### src/rtl/result_collector.sv
// ---------------------------------------------------------------------------
// result_collector
//
// Downstream stage of the bfm DUT. Accepts one result per valid/ready
// handshake, packs four results into each word (earliest result in the
// lowest lane), buffers the words in a first-word-fall-through FIFO and
// streams each batch of NUM results out on a valid/ready/last interface.
// batch_done_o pulses for one cycle once the final word of a batch has left.
//
// Ports
//   clk_i         in   clock, all logic on posedge
//   reset_i       in   synchronous active-high reset
//   res_valid_i   in   res_i holds a result this cycle
//   res_i         in   result from bfm res_o
//   res_ready_o   out  collector accepts res_i this cycle
//   out_valid_o   out  out_data_o / out_last_o are valid
//   out_data_o    out  packed word, earliest result in bits [RES_WIDTH-1:0]
//   out_last_o    out  marks the final word of a batch
//   out_ready_i   in   consumer takes the head word this cycle
//   batch_done_o  out  one-cycle pulse after the last word of a batch is taken
//   res_count_o   out  results accepted in the current batch
// ---------------------------------------------------------------------------
module result_collector #(
    parameter int NUM        = 100,
    parameter int RES_WIDTH  = 8,
    parameter int FIFO_DEPTH = 16
) (
    input  logic                       clk_i,
    input  logic                       reset_i,
    input  logic                       res_valid_i,
    input  logic [RES_WIDTH-1:0]       res_i,
    output logic                       res_ready_o,
    output logic                       out_valid_o,
    output logic [4*RES_WIDTH-1:0]     out_data_o,
    output logic                       out_last_o,
    input  logic                       out_ready_i,
    output logic                       batch_done_o,
    output logic [$clog2(NUM+1)-1:0]   res_count_o
);

    localparam int WW = 4 * RES_WIDTH;
    localparam int CW = $clog2(NUM + 1);
    localparam int AW = $clog2(FIFO_DEPTH);
    localparam int OW = AW + 2;

    typedef enum logic [1:0] {
        ST_COLLECT = 2'd0,
        ST_DRAIN   = 2'd1,
        ST_DONE    = 2'd2
    } state_t;

    state_t             state_r;
    state_t             state_nxt_s;

    logic [1:0]         lane_idx_r;
    logic [WW-1:0]      lanes_r;
    logic [WW-1:0]      packed_s;
    logic [CW-1:0]      count_r;

    // One-cycle staging register between the packer and the FIFO, so a word
    // completed at edge N is written at edge N+1.
    logic               stg_valid_r;
    logic [WW-1:0]      stg_data_r;
    logic               stg_last_r;

    logic [WW:0]        mem_r [FIFO_DEPTH];
    logic [AW:0]        wr_ptr_r;
    logic [AW:0]        rd_ptr_r;
    logic [AW:0]        fill_s;
    logic [OW-1:0]      occupancy_s;
    logic               fifo_empty_s;
    logic               full_eff_s;
    logic [WW:0]        head_s;

    logic               last_res_s;
    logic               push_on_accept_s;
    logic               res_ready_s;
    logic               accept_s;
    logic               pop_s;

    // FIFO occupancy, handshake qualifiers and head entry
    always_comb begin
        fill_s           = wr_ptr_r - rd_ptr_r;
        // The staged word is already committed to the FIFO, so it counts
        // against the free space when deciding whether to accept.
        occupancy_s      = OW'(fill_s) + OW'(stg_valid_r);
        fifo_empty_s     = (fill_s == {(AW+1){1'b0}});
        full_eff_s       = (occupancy_s >= OW'(FIFO_DEPTH));
        head_s           = mem_r[rd_ptr_r[AW-1:0]];
        last_res_s       = (count_r == CW'(NUM - 1));
        push_on_accept_s = (lane_idx_r == 2'd3) || last_res_s;
        res_ready_s      = (state_r == ST_COLLECT) && !(push_on_accept_s && full_eff_s);
        accept_s         = res_valid_i && res_ready_s;
        pop_s            = !fifo_empty_s && out_ready_i;
    end

    // Partial word with the incoming result merged into the current lane
    always_comb begin
        packed_s = lanes_r;
        for (int j = 0; j < 4; j++) begin
            if (lane_idx_r == 2'(j)) begin
                packed_s[j*RES_WIDTH +: RES_WIDTH] = res_i;
            end else begin
                packed_s[j*RES_WIDTH +: RES_WIDTH] = lanes_r[j*RES_WIDTH +: RES_WIDTH];
            end
        end
    end

    // Batch FSM next-state logic
    always_comb begin
        state_nxt_s = state_r;
        case (state_r)
            ST_COLLECT: begin
                if (accept_s && last_res_s) begin
                    state_nxt_s = ST_DRAIN;
                end else begin
                    state_nxt_s = ST_COLLECT;
                end
            end
            ST_DRAIN: begin
                if (pop_s && head_s[WW]) begin
                    state_nxt_s = ST_DONE;
                end else begin
                    state_nxt_s = ST_DRAIN;
                end
            end
            ST_DONE: begin
                state_nxt_s = ST_COLLECT;
            end
            default: begin
                state_nxt_s = ST_COLLECT;
            end
        endcase
    end

    // Batch FSM state register
    always_ff @(posedge clk_i) begin
        if (reset_i) begin
            state_r <= ST_COLLECT;
        end else begin
            state_r <= state_nxt_s;
        end
    end

    // Per-batch result counter; holds at NUM through DRAIN and DONE
    always_ff @(posedge clk_i) begin
        if (reset_i) begin
            count_r <= {CW{1'b0}};
        end else if (state_r == ST_DONE) begin
            count_r <= {CW{1'b0}};
        end else if (accept_s) begin
            count_r <= count_r + CW'(1);
        end else begin
            count_r <= count_r;
        end
    end

    // Packer lanes and the staging register feeding the FIFO
    always_ff @(posedge clk_i) begin
        if (reset_i) begin
            lane_idx_r  <= 2'd0;
            lanes_r     <= {WW{1'b0}};
            stg_valid_r <= 1'b0;
            stg_data_r  <= {WW{1'b0}};
            stg_last_r  <= 1'b0;
        end else begin
            stg_valid_r <= accept_s && push_on_accept_s;
            if (accept_s && push_on_accept_s) begin
                // Lanes above the current index are still zero, which gives
                // the zero fill of a short final word for free.
                stg_data_r <= packed_s;
                stg_last_r <= last_res_s;
                lanes_r    <= {WW{1'b0}};
                lane_idx_r <= 2'd0;
            end else if (accept_s) begin
                lanes_r    <= packed_s;
                lane_idx_r <= lane_idx_r + 2'd1;
            end else begin
                lanes_r    <= lanes_r;
                lane_idx_r <= lane_idx_r;
            end
        end
    end

    // FIFO pointers
    always_ff @(posedge clk_i) begin
        if (reset_i) begin
            wr_ptr_r <= {(AW+1){1'b0}};
            rd_ptr_r <= {(AW+1){1'b0}};
        end else begin
            if (stg_valid_r) begin
                wr_ptr_r <= wr_ptr_r + (AW+1)'(1);
            end else begin
                wr_ptr_r <= wr_ptr_r;
            end
            if (pop_s) begin
                rd_ptr_r <= rd_ptr_r + (AW+1)'(1);
            end else begin
                rd_ptr_r <= rd_ptr_r;
            end
        end
    end

    // FIFO storage; contents are masked at the output while empty, so no reset
    always_ff @(posedge clk_i) begin
        if (stg_valid_r) begin
            mem_r[wr_ptr_r[AW-1:0]] <= {stg_last_r, stg_data_r};
        end
    end

    // Output drive, all derived from registered state
    always_comb begin
        res_ready_o  = res_ready_s;
        out_valid_o  = !fifo_empty_s;
        if (fifo_empty_s) begin
            out_data_o = {WW{1'b0}};
            out_last_o = 1'b0;
        end else begin
            out_data_o = head_s[WW-1:0];
            out_last_o = head_s[WW];
        end
        batch_done_o = (state_r == ST_DONE);
        res_count_o  = count_r;
    end

endmodule
### config.mk
export PLATFORM = sky130hd
export DESIGN_NAME = result_collector
export DESIGN_NICKNAME = d
export VERILOG_FILES = /design/src/rtl/result_collector.sv
export SDC_FILE = /design/constraint.sdc
export NUM_CORES = 1
export LEC_CHECK = 0
export BUFFER_PORTS_ARGS = -buffer_cell sky130_fd_sc_hd__buf_2
export CORE_AREA = 2 2 212 214
export DETAILED_ROUTE_END_ITERATION = 7
export DIE_AREA = 0 0 214 216
export HOLD_SLACK_MARGIN = 0.06
export PLACE_DENSITY_LB_ADDON = 0.25
export SYNTH_ARGS = -nofsm -noshare
export SYNTH_HDL_FRONTEND = slang
export SYNTH_SLANG_ARGS = --single-unit
### constraint.sdc
create_clock -name clk_i -period 3 [get_ports clk_i]
set_clock_uncertainty 0.15 [all_clocks]
set_input_delay 0.6 -clock clk_i [delete_from_list [all_inputs] [get_ports clk_i]]
set_output_delay 0.6 -clock clk_i [all_outputs]
set_load 0.005 [all_outputs]
* Word level (Yosys, flattened, before mapping) *
Memories as Yosys holds them, arrays and structs flattened. A register that Yosys moved wholly into a read port is not among the register bits.
Index checks and enable logic that the tools add are counted.

word-level totals
  latch bits = 0
  memories = 1
  bits in read-only memories = 0
  register bits = 87
  input port bits = 12
  logic and storage cells = 51
  bits in writable memories = 528

memory list
  name   depth  bits a word  read ports  clocked after Yosys merged registers in  wr ports  RTL line  RTL
  mem_r  16     33           1           1                                        1         66        logic [WW:0] mem_r [FIFO_DEPTH];

cells by class
  shifts and indexed selects = 0
  reductions and logical operators = 15
  div/mod/pow operators = 0
  multiplexer cells = 13
  multipliers = 0
  equal/unequal tests = 6
  bitwise operators = 0
  order comparisons = 1
  $add $sub $neg = 6

operators with widths
  operator                                                               count
  32-bit two-way mux                                                     1
  8-bit two-way mux                                                      4
  5-bit by 1-bit adder with 5-bit output, second input constant          2
  4-bit two-way mux                                                      2
  7-bit by 1-bit adder with 7-bit output, second input constant          1
  7-bit == test, second input constant                                   1
  1-bit logical AND                                                      7
  5-bit by 1-bit adder with 6-bit output                                 1
  2-bit == test, second input constant                                   3
  6-bit by 5-bit >= comparator with 1-bit output, second input constant  1
  5-bit logical NOT                                                      1
  5-bit subtractor                                                       1
  2-bit by 1-bit == test with 1-bit output, second input constant        2
  2-bit logical NOT                                                      2
  1-bit two-way mux                                                      4
  2-bit case mux with 2 select lines                                     1
  2-bit OR reduction                                                     2
  2-bit by 1-bit adder with 2-bit output, second input constant          1
  1-bit logical NOT                                                      2
  2-bit two-way mux                                                      1
  1-bit logical OR                                                       1

* Logic depth before layout (Yosys ltp) *
Gate-level depths: netlist of run 1.

  depth after elaboration = 10
  mapped depth = 13
  mapped depth without buffers = 10

* Worst setup path before layout of run 1 *
OpenSTA, ideal clock, no wires.

  path type = register -> output
  start point = register wr_ptr_r[0]
  end point = output port out_data_o[10]
  path buffers = 1
  arrival time = 2497 ps
  setup slack = -247 ps
  data required time = 2250 ps
  cell stages (with the launch flop) = 9
  path through = dfxtp_1 > inv_1 > ha_1 > inv_1 > fa_1 > or3b_2 > nor3_1 > clkbuf_1 > nor2b_1

on the way
  longest elaborated chain between the ends = 3

ends and longest elaborated chain
  element                   RTL line  RTL
  start: declaration        67        logic [AW:0] wr_ptr_r;
  start signal: assignment  188       wr_ptr_r <= {(AW+1){1'b0}};
  start signal: assignment  192       wr_ptr_r <= wr_ptr_r + (AW+1)'(1);
  start signal: assignment  194       wr_ptr_r <= wr_ptr_r;
  5-bit subtractor          83        fill_s = wr_ptr_r - rd_ptr_r;
  5-bit logical NOT         87        fifo_empty_s = (fill_s == {(AW+1){1'b0}});
  32-bit two-way mux        215       if (fifo_empty_s) begin
  end: declaration          34        output logic [4*RES_WIDTH-1:0] out_data_o,

No other way between the ends.

* Worst setup path in the final report of run 1 *
  start point = register wr_ptr_r[0]
  end point = output port out_data_o[8]

The elaborated chain is that of the path after synthesis.

==> impl_metrics.tcl, run 1 <==
set metrics [dict create \
    core-area_um2 43800 \
    cp-start-kind "register" \
    drive_above_1_share 0.337 \
    grt.total_usage 0.234 \
    cellPowerDensity_nw_per_um2 758 \
    cp-startpoint "wr_ptr_r[0]" \
    hold_slack_ps 224 \
    synth_area_um2 24400 \
    dp_cells 1826 \
    area_growth_syn_to_layout_pct 16.2 \
    clk_pin_slew_worst_paths_ps 60 \
    cts-root-buf "clkbuf_16" \
    dp_hpwl_um 28600 \
    cp_data_required_time_ps 2250 \
    hold_buffers 0 \
    final-setup-viol-count 35 \
    status "finished, violations left" \
    first_global_vias 12361 \
    ys_types 52 \
    syn_inst 1175 \
    tightest_slew_ps 769 \
    wl_per_cell_um 27.0 \
    r2r_cells 12 \
    cts.path.max_buffers 3 \
    synth-seq-cells 619 \
    antenna_found_initial 0 \
    dr_total_vias 11751 \
    fill_cells 2903 \
    syn_avg_cell_area_um2 20.8 \
    start_util 0.556 \
    gp_congestion 0.776 \
    post-place-ws_ps -127 \
    port_buffers 54 \
    synth_nets 1202 \
    worstSetupPathType "register to output port" \
    htree_levels 2 \
    final_antenna_net_count 0 \
    slew_viol_final 0 \
    cts_tree "yes" \
    rows 77 \
    vias_per_cell 6.05 \
    ys_warn_count 0 \
    io_pins 55 \
    min_path_cells 3 \
    grt_overflow 0 \
    r2r_start "wr_ptr_r[0]" \
    p_leak_nw 8.93 \
    max-vdd-ir-drop_uv 537 \
    final_cell_mix "edfxtp_1, mux4_2, dfxtp_1" \
    fin_cells 1943 \
    die_w_um 214 \
    finalWorstSetupSlack_ps -615 \
    drc_errors 0 \
    synth_edf_count 528 \
    grt_pass1_wl_um 79600 \
    min_period_over_period 1.20 \
    cp-end-kind "output port" \
    final_common_cell "edfxtp_1" \
    yosysSeqAreaShare 0.725 \
    die_h_um 216 \
    cp_data_arrival_time_ps 2860 \
    cap_violations 0 \
    violations "setup timing" \
    clock_latency_ps 610 \
    hold_path_class "primary input to register" \
    ys_async_sr_fraction 0 \
    dieArea_um2 46200 \
    diodes 0 \
    drt_iter0_markers 1075 \
    fin_crit_ps 3610 \
    hold_violations 0 \
    power_w 0.0215 \
    rsz0062_at_grt "true" \
    final_core_utilization 0.646 \
    finalNetCount 1328 \
    clock-sinks 619 \
    synth_top_flop_cell "edfxtp_1" \
    cts_made_buffers 58 \
    critPathMaxFanout 14 \
    relSlewSlack 0.487 \
    grt_max_degree 48 \
    drt_pass1_iterations 4 \
    min_from "res_i[1]" \
    routed_wl_um 52400 \
    fmax_mhz 277 \
]
-- sequential cells by signal (all words and copies together) (netlist names), named ones only --
| name | flops |
|---|---|
| mem_r | 528 |
| lanes_r | 32 |
| stg_data_r | 32 |
| res_count_o | 7 |
| rd_ptr_r | 5 |
| wr_ptr_r | 5 |
| lane_idx_r | 2 |
| state_r | 2 |
| stg_last_r | 1 |
| stg_valid_r | 1 |
-- layout make-up --
cell class / count / area (um2) / area share
inverters: 11 / 41.3 / 0.00146
flip-flops and latches: 619 / 17700 / 0.624
clock buffers: 69 / 1540 / 0.0545
clock inverters: 41 / 472 / 0.0166
multi-input cells: 480 / 6440 / 0.227
repair buffers: 131 / 1410 / 0.0497
well taps: 592 / 741 / 0.0261
-- routing by layer --
layer,wire length (um),share of wire,GRT usage
met4,637,0.012,0.0410
met1,22300,0.43,0.330
met3,3100,0.059,0.0420
met5,0,0,0
met2,26300,0.50,0.392
-- worst paths after layout --
kind | slack (ps) | to
worst max register to register | 210 | stg_data_r[21]
worst min register to register | 340 | lanes_r[17]
worst max-delay path | -610 | out_data_o[8]
worst min-delay path | 220 | lanes_r[25]
-- repair_timing --
action | 4_1_cts | 5_1_grt
gates cloned | 3 | 0
pin swaps | 3 | 1
setup endpoints to repair | 35 | 35
setup buffers | 4 | 0
gates resized for setup | 15 | 0
-- synthesized netlist by cell type, types with 3 or more instances --
cell type,number,area [um2]
o2bb2ai_2,29,435
xor2_1,5,43.8
mux2i_1,73,731
nand3_1,3,15.0
edfxtp_1,528,15900
nor2b_1,35,219
o21ai_0,4,20.0
inv_1,11,41.3
nor2_1,26,97.6
clkbuf_1,38,143
buf_6,5,56.3
dfxtp_1,91,1820
nand3b_1,34,255
nand4_1,3,18.8
or3_1,7,43.8
xnor2_1,4,35.0
ha_1,14,175
mux4_2,165,3720
buf_2,15,75.1
buf_1,5,18.8
nand2_1,15,56.3
and2_1,16,100
a21oi_1,8,40.0
o2bb2ai_1,3,26.3
-- critical path: stages (launching register included) --
cell and delay, ps:
dfxtp_2 320, inv_2 70, ha_4 140, inv_2 30, fa_2 340, xor2_1 160
or3b_4 390, nor3_4 170, buf_12 140, buf_12 130, buf_12 150, nor2b_1 70
buf_2 120
-- where the power goes --
part | switching [W] | internal [W]
Clock | 0.00315 | 0.00453
Sequential | 0.0000709 | 0.00926
Combinational | 0.00200 | 0.00248
-- metrics by stage --
step	setup TNS [ps]	cell area (um2)
floorplan	0	24400
global placement	-1630	26100
detailed placement	-3210	26100
CTS	-22050	28300
global route	-24420	28300
finish	-19780	28300
-- cells by family (layout without fill, tap and decap cells) --
family,after synthesis,count (layout),synth area share
xor gates and xnor gates,10,10,0.00390
muxes,239,239,0.183
DFF,619,619,0.725
and+or+nand+nor,156,156,0.0387
AOI/OAI and AO/OA,60,60,0.0273
buffers and inverters,76,252,0.0143
adders and majority gates,15,15,0.00800
Note: power is estimated with default switching activity, not from simulation.
==> run 2: changes to the inputs <==
ABC_AREA = 1   (was unset)
CORE_AREA = 2 2 214 216   (was 2 2 212 214)
DIE_AREA = 0 0 216 218   (was 0 0 214 216)
==> run 2 against run 1 <==
Effect of this change: critical path depth up 2; utilization down 0.59 points; the flow still finishes with violations (setup timing); via count up 46%; wire length up 23%; register-to-register slack better by 70 ps.
==> impl_metrics.tcl, run 2 <==
set metrics [dict create \
    status "finished, violations left" \
    violations "setup timing" \
    relSlewSlack 0.560 \
    final_antenna_net_count 0 \
    synth_top_flop_cell "edfxtp_1" \
    dr_total_vias 17189 \
    drt_iter0_markers 2129 \
    synth_area_um2 24900 \
    rsz0062_at_grt "true" \
    synth-seq-cells 619 \
    final_common_cell "nand2_1" \
    r2r_end "lane_idx_r[0]" \
    cts_tree "yes" \
    syn_avg_cell_area_um2 11.7 \
    clock-sinks 619 \
    fmax_mhz 291 \
    r2r_cells 16 \
    cts_made_buffers 61 \
    drt_pass1_iterations 5 \
    rows 78 \
    cellPowerDensity_nw_per_um2 665 \
    finalNetCount 2208 \
    critPathMaxFanout 6 \
    gp_congestion 0.848 \
    cts-root-buf "clkbuf_16" \
    die_h_um 218 \
    cap_violations 0 \
    area_growth_syn_to_layout_pct 15.3 \
    grt.total_usage 0.272 \
    synth_edf_count 528 \
    tightest_slew_ps 659 \
    p_leak_nw 10.9 \
    io_pins 55 \
    ys_warn_count 0 \
    regToRegSetupSlack_ps 280 \
    ys_types 34 \
    hold_buffers 0 \
    final_cell_mix "nand2_1, edfxtp_1, a21oi_1" \
    power_w 0.0191 \
    grt_max_degree 91 \
    wl_per_cell_um 22.7 \
    cts.path.max_buffers 3 \
    core-area_um2 44900 \
    cp_data_required_time_ps 2250 \
    synth_area_leaders "edfxtp_1, nand2_1, dfxtp_1" \
    r2r_start "wr_ptr_r[0]" \
    slew_viol_final 0 \
    first_global_vias 16672 \
    grt_overflow 0 \
    cp-start-kind "register" \
    syn_inst 2133 \
    largest_reg_flops 528 \
    hold_violations 0 \
    hold_slack_ps 138 \
    diodes 0 \
    ys_async_sr_fraction 0 \
    clk_pin_slew_worst_paths_ps 60 \
    die_w_um 216 \
    port_buffers 54 \
    min_path_cells 3 \
    hold_path_class "primary input to register" \
    grt_pass1_wl_um 97100 \
    yosys-top-cells-count "nand2_1, edfxtp_1, a21oi_1, nand3_1" \
    yosysSeqAreaShare 0.709 \
    max-vdd-ir-drop_uv 499 \
    vias_per_cell 6.07 \
    cp-startpoint "wr_ptr_r[0]" \
    synth.most_common_cell "nand2_1" \
    htree_levels 2 \
    worstSetupPathType "register to output port" \
    min_from "out_ready_i" \
    min_period_over_period 1.15 \
    clock_latency_ps 630 \
    antenna_found_initial 0 \
    synth_top_area_share 0.636 \
    crit_path_end "out_data_o[24]" \
    synth_nets 2160 \
    synth_top_area_cell "edfxtp_1" \
    cp-end-kind "output port" \
    dieArea_um2 47100 \
    drive_above_1_share 0.145 \
    drc_errors 0 \
    cp_data_arrival_time_ps 2690 \
    fin_crit_ps 3440 \
    finalWorstSetupSlack_ps -436 \
    dp_hpwl_um 34500 \
    start_util 0.555 \
    final-setup-viol-count 35 \
    routed_wl_um 64400 \
]
run 2: how the worst min path moves through the flow:
stage / endpoint / slack (ps)
after detailed placement: lanes_r[1] / 300
after global placement: lanes_r[20] / 300
after CTS: state_r[1] / 120
after floorplan: lanes_r[0] / 290
final: state_r[1] / 140
after global routing: state_r[1] / 120
run 2: power breakdown:
part	switching (W)	internal (W)	total [W]	leakage, nW
combinational	0.00131	0.000782	0.00210	3.74
clock	0.00319	0.00456	0.00775	1.00
sequential	0.0000373	0.00924	0.00928	6.16
run 2: cells by family (layout without fill, tap and decap cells):
group                    after synthesis  in the layout  share of synthesized area
multiplexers                          24             24                     0.0108
adder cells (fa/ha/maj)               15             15                    0.00783
AND/OR/NAND/NOR                      926            926                      0.156
AO/OA/AOI/OAI                        360            360                     0.0835
buffers and inverters                179            280                     0.0295
XOR/XNOR                              10             10                    0.00351
flip-flops                           619            619                      0.709
run 2: area by class of cell:
| type | count | area [um2] |
|---|---|---|
| Sequential cell | 619 | 17700 |
| Fill cell | 3318 | 16100 |
| Multi-Input combinational cell | 1335 | 6870 |
| Clock buffer | 88 | 1750 |
| Timing Repair Buffer | 132 | 1250 |
| Tap cell | 600 | 751 |
| Clock inverter | 28 | 298 |
| Inverter | 32 | 133 |
run 2: per-layer routing:
layer / up-vias / global-route usage / part of all wire / routed length (um)
met5: - / 0 / 0 / 0
met4: 0 / 0.116 / 0.036 / 2320
met3: 168 / 0.0467 / 0.095 / 6140
met2: 899 / 0.435 / 0.47 / 30100
met1: 8353 / 0.372 / 0.40 / 25900
li1: 7769 / - / - / -
run 2: per-stage QoR:
| step | setup slack (ps) | std cells | utilization | instance area, um2 | setup TNS (ps) |
|---|---|---|---|---|---|
| 5_1_grt | -474 | 2834 | 0.640 | 28800 | -14060 |
| 6_report | -436 | 2834 | 0.640 | 28800 | -11050 |
| 2_1_floorplan | 243 | 2133 | - | 24900 | 0 |
| 4_1_cts | -408 | 2831 | 0.638 | 28600 | -11790 |
| 3_3_place_gp | 211 | 2705 | 0.585 | 26300 | 0 |
| 3_5_place_dp | 115 | 2705 | 0.585 | 26300 | 0 |
run 2: what timing repair did:
action | 4_1_cts | 5_1_grt
gates resized for setup | 48 | 27
cloned | 3 | 0
pin swaps | 22 | 6
setup endpoints to repair | 35 | 35
setup buffers | 7 | 5
run 2: worst max-delay path, cell delays in order, from the launching register on:
cell	delay (ps)
dfxtp_2	320
inv_2	70
ha_4	130
inv_4	40
fa_2	350
nand3_2	90
nand2_1	60
nand2_1	70
nand2_2	80
nand4_4	90
buf_12	170
buf_12	170
nand2_4	50
a31oi_1	200
buf_2	160
